`src/rtl/idct_8_mac_if.sv`:
```
// idct_8_mac_if: coefficient fetch port and sample output stream of the 8-point IDCT
interface idct_8_mac_if #(
    parameter int COEF_WIDTH = 12,
    parameter int OUT_WIDTH  = 8
);
    logic [2:0]                   fetch_addr;
    logic signed [COEF_WIDTH-1:0] fetch_data;
    logic                         fetch_clk;
    logic                         out_valid;
    logic                         out_ready;
    logic [2:0]                   out_index;
    logic [OUT_WIDTH-1:0]         out_data;

    modport master (
        output fetch_addr, fetch_clk, out_valid, out_index, out_data,
        input  fetch_data, out_ready
    );

    modport slave (
        input  fetch_addr, fetch_clk, out_valid, out_index, out_data,
        output fetch_data, out_ready
    );
endinterface

```
`src/rtl/idct_8_mac.sv`:
```
// idct_8_mac: sequential 8-point IDCT, one MAC per cycle; IDCT_LEVEL_SHIFT_EN selects unsigned level-shifted output
module idct_8_mac #(
    parameter int COEF_WIDTH = 12,
    parameter int OUT_WIDTH  = 8
) (
    input  logic       clock,
    input  logic       reset,
    input  logic       start,
    output logic       busy,
    output logic       done,
    idct_8_mac_if.master bus
);
    typedef enum logic [2:0] {IDLE, MAC, FINISH, OUT, DONE} state_t;

`ifdef IDCT_LEVEL_SHIFT_EN
    localparam logic signed [31:0] OFS = 32'(2 ** (OUT_WIDTH - 1));
    localparam logic signed [31:0] LO  = 32'sd0;
    localparam logic signed [31:0] HI  = 32'(2 ** OUT_WIDTH - 1);
`else
    localparam logic signed [31:0] OFS = 32'sd0;
    localparam logic signed [31:0] LO  = -32'(2 ** (OUT_WIDTH - 1));
    localparam logic signed [31:0] HI  = 32'(2 ** (OUT_WIDTH - 1) - 1);
`endif

    state_t             state;
    logic [2:0]         n;
    logic [2:0]         k;
    logic signed [31:0] acc;
    logic signed [9:0]  b;
    logic signed [31:0] prod;
    logic signed [31:0] y;
    logic signed [31:0] ys;
    logic [OUT_WIDTH-1:0] sat;

    function automatic logic signed [9:0] cos_tab(input logic [4:0] m);
        case (m)
            5'd0:    return 10'sd128;
            5'd1:    return 10'sd126;
            5'd2:    return 10'sd118;
            5'd3:    return 10'sd106;
            5'd4:    return 10'sd91;
            5'd5:    return 10'sd71;
            5'd6:    return 10'sd49;
            5'd7:    return 10'sd25;
            default: return 10'sd0;
        endcase
    endfunction

    // 128*cos(m*pi/16) folded onto the first quadrant; the DC column uses 256/(2*sqrt(2)) = 91
    function automatic logic signed [9:0] basis(input logic [2:0] nn, input logic [2:0] kk);
        logic [4:0]        m;
        logic [4:0]        f;
        logic signed [9:0] t;
        m = {1'b0, nn, 1'b1} * {2'b0, kk};
        f = (m > 5'd16) ? 5'd0 - m : m;
        t = cos_tab(f > 5'd8 ? 5'd16 - f : f);
        return (kk == 3'd0) ? 10'sd91 : (f > 5'd8 ? -t : t);
    endfunction

    // FINISH folds the last returned coefficient into the rounded result combinationally
    assign b    = basis(n, state == FINISH ? 3'd7 : k - 3'd1);
    assign prod = 32'(bus.fetch_data) * 32'(b);
    assign y    = (acc + prod + 32'sd128) >>> 8;
    assign ys   = y + OFS;
    assign sat  = OUT_WIDTH'(ys < LO ? LO : (ys > HI ? HI : ys));

    assign bus.fetch_clk  = clock;
    assign bus.fetch_addr = k;

    // Control FSM: fetch/accumulate per sample, round and saturate, then hand off over the stream
    always_ff @(posedge clock or posedge reset) begin
        if (reset) begin
            state         <= IDLE;
            busy          <= 1'b0;
            done          <= 1'b0;
            n             <= 3'd0;
            k             <= 3'd0;
            acc           <= 32'sd0;
            bus.out_valid <= 1'b0;
            bus.out_index <= 3'd0;
            bus.out_data  <= '0;
        end else begin
            done <= 1'b0;
            case (state)
                IDLE: if (start) begin
                    state <= MAC;
                    busy  <= 1'b1;
                    n     <= 3'd0;
                    k     <= 3'd0;
                    acc   <= 32'sd0;
                end
                MAC: begin
                    if (k != 3'd0) acc <= acc + prod;
                    if (k == 3'd7) state <= FINISH;
                    else k <= k + 3'd1;
                end
                FINISH: begin
                    bus.out_data  <= sat;
                    bus.out_index <= n;
                    bus.out_valid <= 1'b1;
                    state         <= OUT;
                end
                OUT: if (bus.out_ready) begin
                    bus.out_valid <= 1'b0;
                    k             <= 3'd0;
                    acc           <= 32'sd0;
                    if (n == 3'd7) begin
                        state <= DONE;
                        busy  <= 1'b0;
                        done  <= 1'b1;
                    end else begin
                        n     <= n + 3'd1;
                        state <= MAC;
                    end
                end
                DONE: state <= IDLE;
                default: state <= IDLE;
            endcase
        end
    end
endmodule

```
`src/flat_wrapper.sv`:
```
// flat-port wrapper written by rule: the top's interface ports become plain ports
module idct_8_mac_flat 
#(
    parameter int COEF_WIDTH = 12,
    parameter int OUT_WIDTH  = 8
)
  (clock, reset, start, busy, done, bus_fetch_addr, bus_fetch_clk, bus_out_valid, bus_out_index, bus_out_data, bus_fetch_data, bus_out_ready);
  idct_8_mac_if #(.COEF_WIDTH(COEF_WIDTH), .OUT_WIDTH(OUT_WIDTH)) bus_i ();
  input  logic clock;
  input  logic reset;
  input  logic start;
  output logic busy;
  output logic done;
  output wire logic [$bits(bus_i.fetch_addr)-1:0] bus_fetch_addr;
  output wire logic [$bits(bus_i.fetch_clk)-1:0] bus_fetch_clk;
  output wire logic [$bits(bus_i.out_valid)-1:0] bus_out_valid;
  output wire logic [$bits(bus_i.out_index)-1:0] bus_out_index;
  output wire logic [$bits(bus_i.out_data)-1:0] bus_out_data;
  input wire logic [$bits(bus_i.fetch_data)-1:0] bus_fetch_data;
  input wire logic [$bits(bus_i.out_ready)-1:0] bus_out_ready;
  assign bus_fetch_addr = bus_i.fetch_addr;
  assign bus_fetch_clk = bus_i.fetch_clk;
  assign bus_out_valid = bus_i.out_valid;
  assign bus_out_index = bus_i.out_index;
  assign bus_out_data = bus_i.out_data;
  assign bus_i.fetch_data = bus_fetch_data;
  assign bus_i.out_ready = bus_out_ready;
  idct_8_mac #(.COEF_WIDTH(COEF_WIDTH), .OUT_WIDTH(OUT_WIDTH)) u_core (.clock(clock), .reset(reset), .start(start), .busy(busy), .done(done), .bus(bus_i));
endmodule
```
`config.mk`:
```
export PLATFORM = sky130hd
export DESIGN_NAME = idct_8_mac_flat
export DESIGN_NICKNAME = d
export VERILOG_FILES = /design/src/rtl/idct_8_mac_if.sv /design/src/rtl/idct_8_mac.sv /design/src/flat_wrapper.sv
export SDC_FILE = /design/constraint.sdc
export NUM_CORES = 1
export LEC_CHECK = 0
export CORE_MARGIN = 3
export CORE_UTILIZATION = 45
export CTS_CLUSTER_SIZE = 8
export DETAILED_ROUTE_END_ITERATION = 6
export PLACE_DENSITY_LB_ADDON = 0.25
export SLEW_MARGIN = 20
export SYNTH_ARGS = -nofsm -noshare
export SYNTH_HDL_FRONTEND = slang
export SYNTH_SLANG_ARGS = --single-unit
```
`constraint.sdc`:
```
create_clock -name clock -period 16.1 [get_ports clock]
set_input_delay 1.61 -clock clock [delete_from_list [all_inputs] [get_ports clock]]
set_output_delay 1.61 -clock clock [all_outputs]
set_load 0.1 [all_outputs]
```
== Word-level counts from Yosys, hierarchy flattened ==
Memory sizes are Yosys's and may differ from the RTL's.
Cells that the tools add are included.
Cells by class
  $add $sub $neg: 8
  multipliers: 2
  $lt $le $gt $ge: 4
  equality and inequality tests: 12
  multiplexer cells: 33
  reductions and logical operators: 13
Operators by type and width (number)
  $mux 32: 3
  $pmux 32 s3: 1
  $add 32x32->32: 1
  $add 32x9->32 const B: 1
  $mux 10: 3
  $mux 3: 10
  $gt 24x8->1 const B: 1
  $lt 24x8->1 const B: 1
  $mul 12x10->22: 1
  $mux 8: 2
  $reduce_and 4->1: 4
  $pmux 3 s4: 1
  $mux 5: 2
  $neg 10->10: 1
  $pmux 3 s3: 1
  $ne 2x2->1 const B: 4
  $mux 1: 7
  $add 3x1->3 const B: 2
  $eq 3x2->1 const B: 2
  $eq 3x3->1 const B: 2
  $logic_not 3->1: 2
  $ne 2x1->1 const B: 3
  $pmux 3 s2: 1
  $reduce_bool 3->1: 2
  other kinds (12): 14
Storage, ports and cells
  bits in registers: 55
  ROM bits: 64
  bits of input ports: 16
  output and inout port bits: 18
  word-level logic and storage cells: 82
  memories: 1
Memory list
  (name not given): depth 8, bits a word 8, read ports 1, clocked after Yosys merged registers in 0, wr ports 0, line idct_8_mac.sv:36  | case (m)

== Depth between registers and ports, before layout ==
  word-level depth: 18
  mapped depth: 65
  mapped depth without buffers: 60

==> reports/results.ini <==
[floorplanning]
row_count = 55
die_h_um = 158
ioPinCount = 34
die_w_um = 158
floorplan.initialDensity_pct = 46.1
core_um2 = 22700
dieArea_um2 = 25100

[sta]
drv_slew = 0
min_period_ns = 15.20
setup_ws_ns = 0.899
hold_viol_final = 0
final-setup-viol-count = 0
period_share_pct = 94.4
relSlewSlack_pct = 30.6
clock.fmax_mhz = 65.8
worst_pin_slew_ns = 1.04
fin_skew_ns = 0.00899

[layout]
utilization_pct = 49.5
antennaDiodeCount = 0
nets = 1467
area_growth_pct = 7.37
drive_above_1_share_pct = 5.96

[drt]
routed_via_density = 5.68
first_pass_iters = 5
drt-initial-drc-count = 446
antenna_left = 0
vias = 8667
drc = 0
routed_wl_um = 24500
wl_per_cell_um = 16.1

[synthesis]
synthDistinctLibCells = 92
syn_nets = 1469
ys_seq_area_share_pct = 13.2
syn_area_per_cell_um2 = 8.42
async_flop_share_pct = 100
synth_cells = 1243
synth_edf_count = 0
ys_seq_elements = 55
yosys_warnings = 0
syn-cell-area_um2 = 10500
synth_ff_type = dfrtp_1

[setup_path]
critical-path-max-stage-delay_ns = 0.57
cp_max_fo = 14
critPathRequiredTime_ns = 16.45
cp-end-kind = flip-flop
cp_data_arrival_time_ns = 15.56
start_kind = flip-flop
crit_type = flip-flop to flip-flop
cpMaxStageDelayCell = or3b_1

[placed_design]
gp_congestion = 0.915
place_ws_ns = 0.631
dpl.hpwl_um = 20000
io_buffers = 33

[min_path]
hp-class = flip-flop to flip-flop

[job]
drv_cap = 0

[clock_tree]
path_clk_slew_ns = 0.08
holdBufCountCts = 0
clk_latency_ns = 0.42
cts_tree = built

[grt]
grt_overflow = 0
first_global_vias = 8575
grt_max_degree = 56
track_usage_pct = 20.3
antenna_found_initial = 1
grt_pass1_wl_um = 41900

[run_status]
status = complete, no violations

==> cells in the mapped netlist (all sizes together), types with 4 or more instances <==
library cell,n,area [um2]
a2111oi,4,42.5
a211oi,16,135
a21boi,4,30.0
a21o,24,180
a21oi,58,305
a221o,8,80.1
a22o,13,114
a31oi,12,81.3
and2,60,375
and3,11,68.8
and4,6,55.1
buf,31,158
clkbuf,27,104
dfrtp,55,1380
fa,112,2240
ha,98,1230
inv,171,642
nand2,148,556
nand2b,11,68.8
nand3,25,130
nand4,11,83.8
nor2,55,209
nor2b,5,31.3
nor3,28,163
nor4,9,98.8
o2111ai,5,61.3
o211ai,14,115
o21a,4,30.0
o21ai,58,298
o21bai,8,60.1
o31ai,9,67.6
or2,12,75.1
or3,9,56.3
xnor2,47,438
xor2,22,193
==> flip-flops by register name, indices dropped and copies added, names as in the netlist <==
signal / flops
u_core.bus.out_data: 8
u_core.n: 3
u_core.bus.out_valid: 1
u_core.busy: 1
u_core.bus.out_index: 3
u_core.done: 1
u_core.bus.fetch_addr: 3
u_core.acc: 32
u_core.state: 3
==> logic make-up after synthesis <==
| logic type | Yosys count | synth area share, % |
|---|---|---|
| fa+ha+maj | 210 | 33.2 |
| compound gates | 271 | 18.3 |
| buf+inv | 229 | 8.64 |
| flops | 55 | 13.2 |
| xor+xnor | 71 | 6.47 |
| mux | 5 | 0.514 |
| simple gates | 402 | 19.8 |
==> per-layer routing <==
| metal | part of all wire (%) | track usage, % | routed length (um) |
|---|---|---|---|
| met2 | 49 | 34.8 | 12000 |
| met5 | 0 | 0 | 0 |
| met3 | 3.0 | 2.26 | 733 |
| met1 | 46 | 27.9 | 11300 |
| met4 | 1.7 | 4.67 | 413 |
==> what timing repair did <==
item                                   CTS  global route
setup endpoints to repair                0             7
gates resized for setup                  0             5
endpoints found under the hold margin    0             0
buffers inserted                         0             3
==> layout make-up <==
type | count | area (um2)
Clock inverter | 3 | 22.5
Sequential cell | 55 | 1380
Timing Repair Buffer | 45 | 418
Clock buffer | 9 | 210
Fill cell | 2177 | 11500
Multi-Input combinational cell | 959 | 8210
Inverter | 171 | 642
Tap cell | 285 | 357
==> layout by cell type, fill, tap and decap left out, types with 44 or more instances in the layout <==
cell     synthesis  routed
nand2_1        148     148
inv_1          171     170
and2_1          60      60
nor2_1          54      54
ha_1            98      98
fa_1           112     112
dfrtp_1         55      55
a21oi_1         54      54
xnor2_1         45      44
o21ai_0         51      51
==> critical path, delay by kind of cell, from the launching register on <==
kind                     cells  cell delay (ns)
AO/OA/AOI/OAI               21             4.60
adder cells (fa/ha/maj)     12             4.54
AND/OR/NAND/NOR             13             3.38
XOR/XNOR                     5             1.21
flip-flops                   1             0.52
buffers and inverters        6             0.50
multiplexers                 1             0.38
==> worst paths after layout <==
| check | endpoint | cells past startpoint | slack (ns) | startpoint |
|---|---|---|---|---|
| min in group asynchronous | u_core.bus.out_data[0] | 3 | 1.74 | reset |
| max in group asynchronous | u_core.acc[21] | 3 | 13.88 | reset |
| hold / removal | u_core.bus.out_index[2] | 2 | 0.48 | u_core.bus.out_index[2] |
| setup / recovery | u_core.bus.out_data[2] | 58 | 0.90 | u_core.state[0] |
| setup reg to reg | u_core.bus.out_data[2] | 58 | 0.90 | u_core.state[0] |
| hold reg to reg | u_core.bus.out_index[2] | 2 | 0.48 | u_core.bus.out_index[2] |
==> stage by stage <==
stage          setup TNS, ns  cells  area [um2]  hold WS [ns]
2_1_floorplan              0   1243       10500         0.452
3_3_place_gp               0   1513       11000         0.461
3_5_place_dp               0   1513       11000         0.469
4_1_cts                    0   1524       11200         0.487
5_1_grt              -0.0605   1527       11200         0.516
6_report                   0   1527       11200         0.482
Power is not shown: default switching activity piles up to over one toggle a cycle in this logic, so the estimate is an artifact.
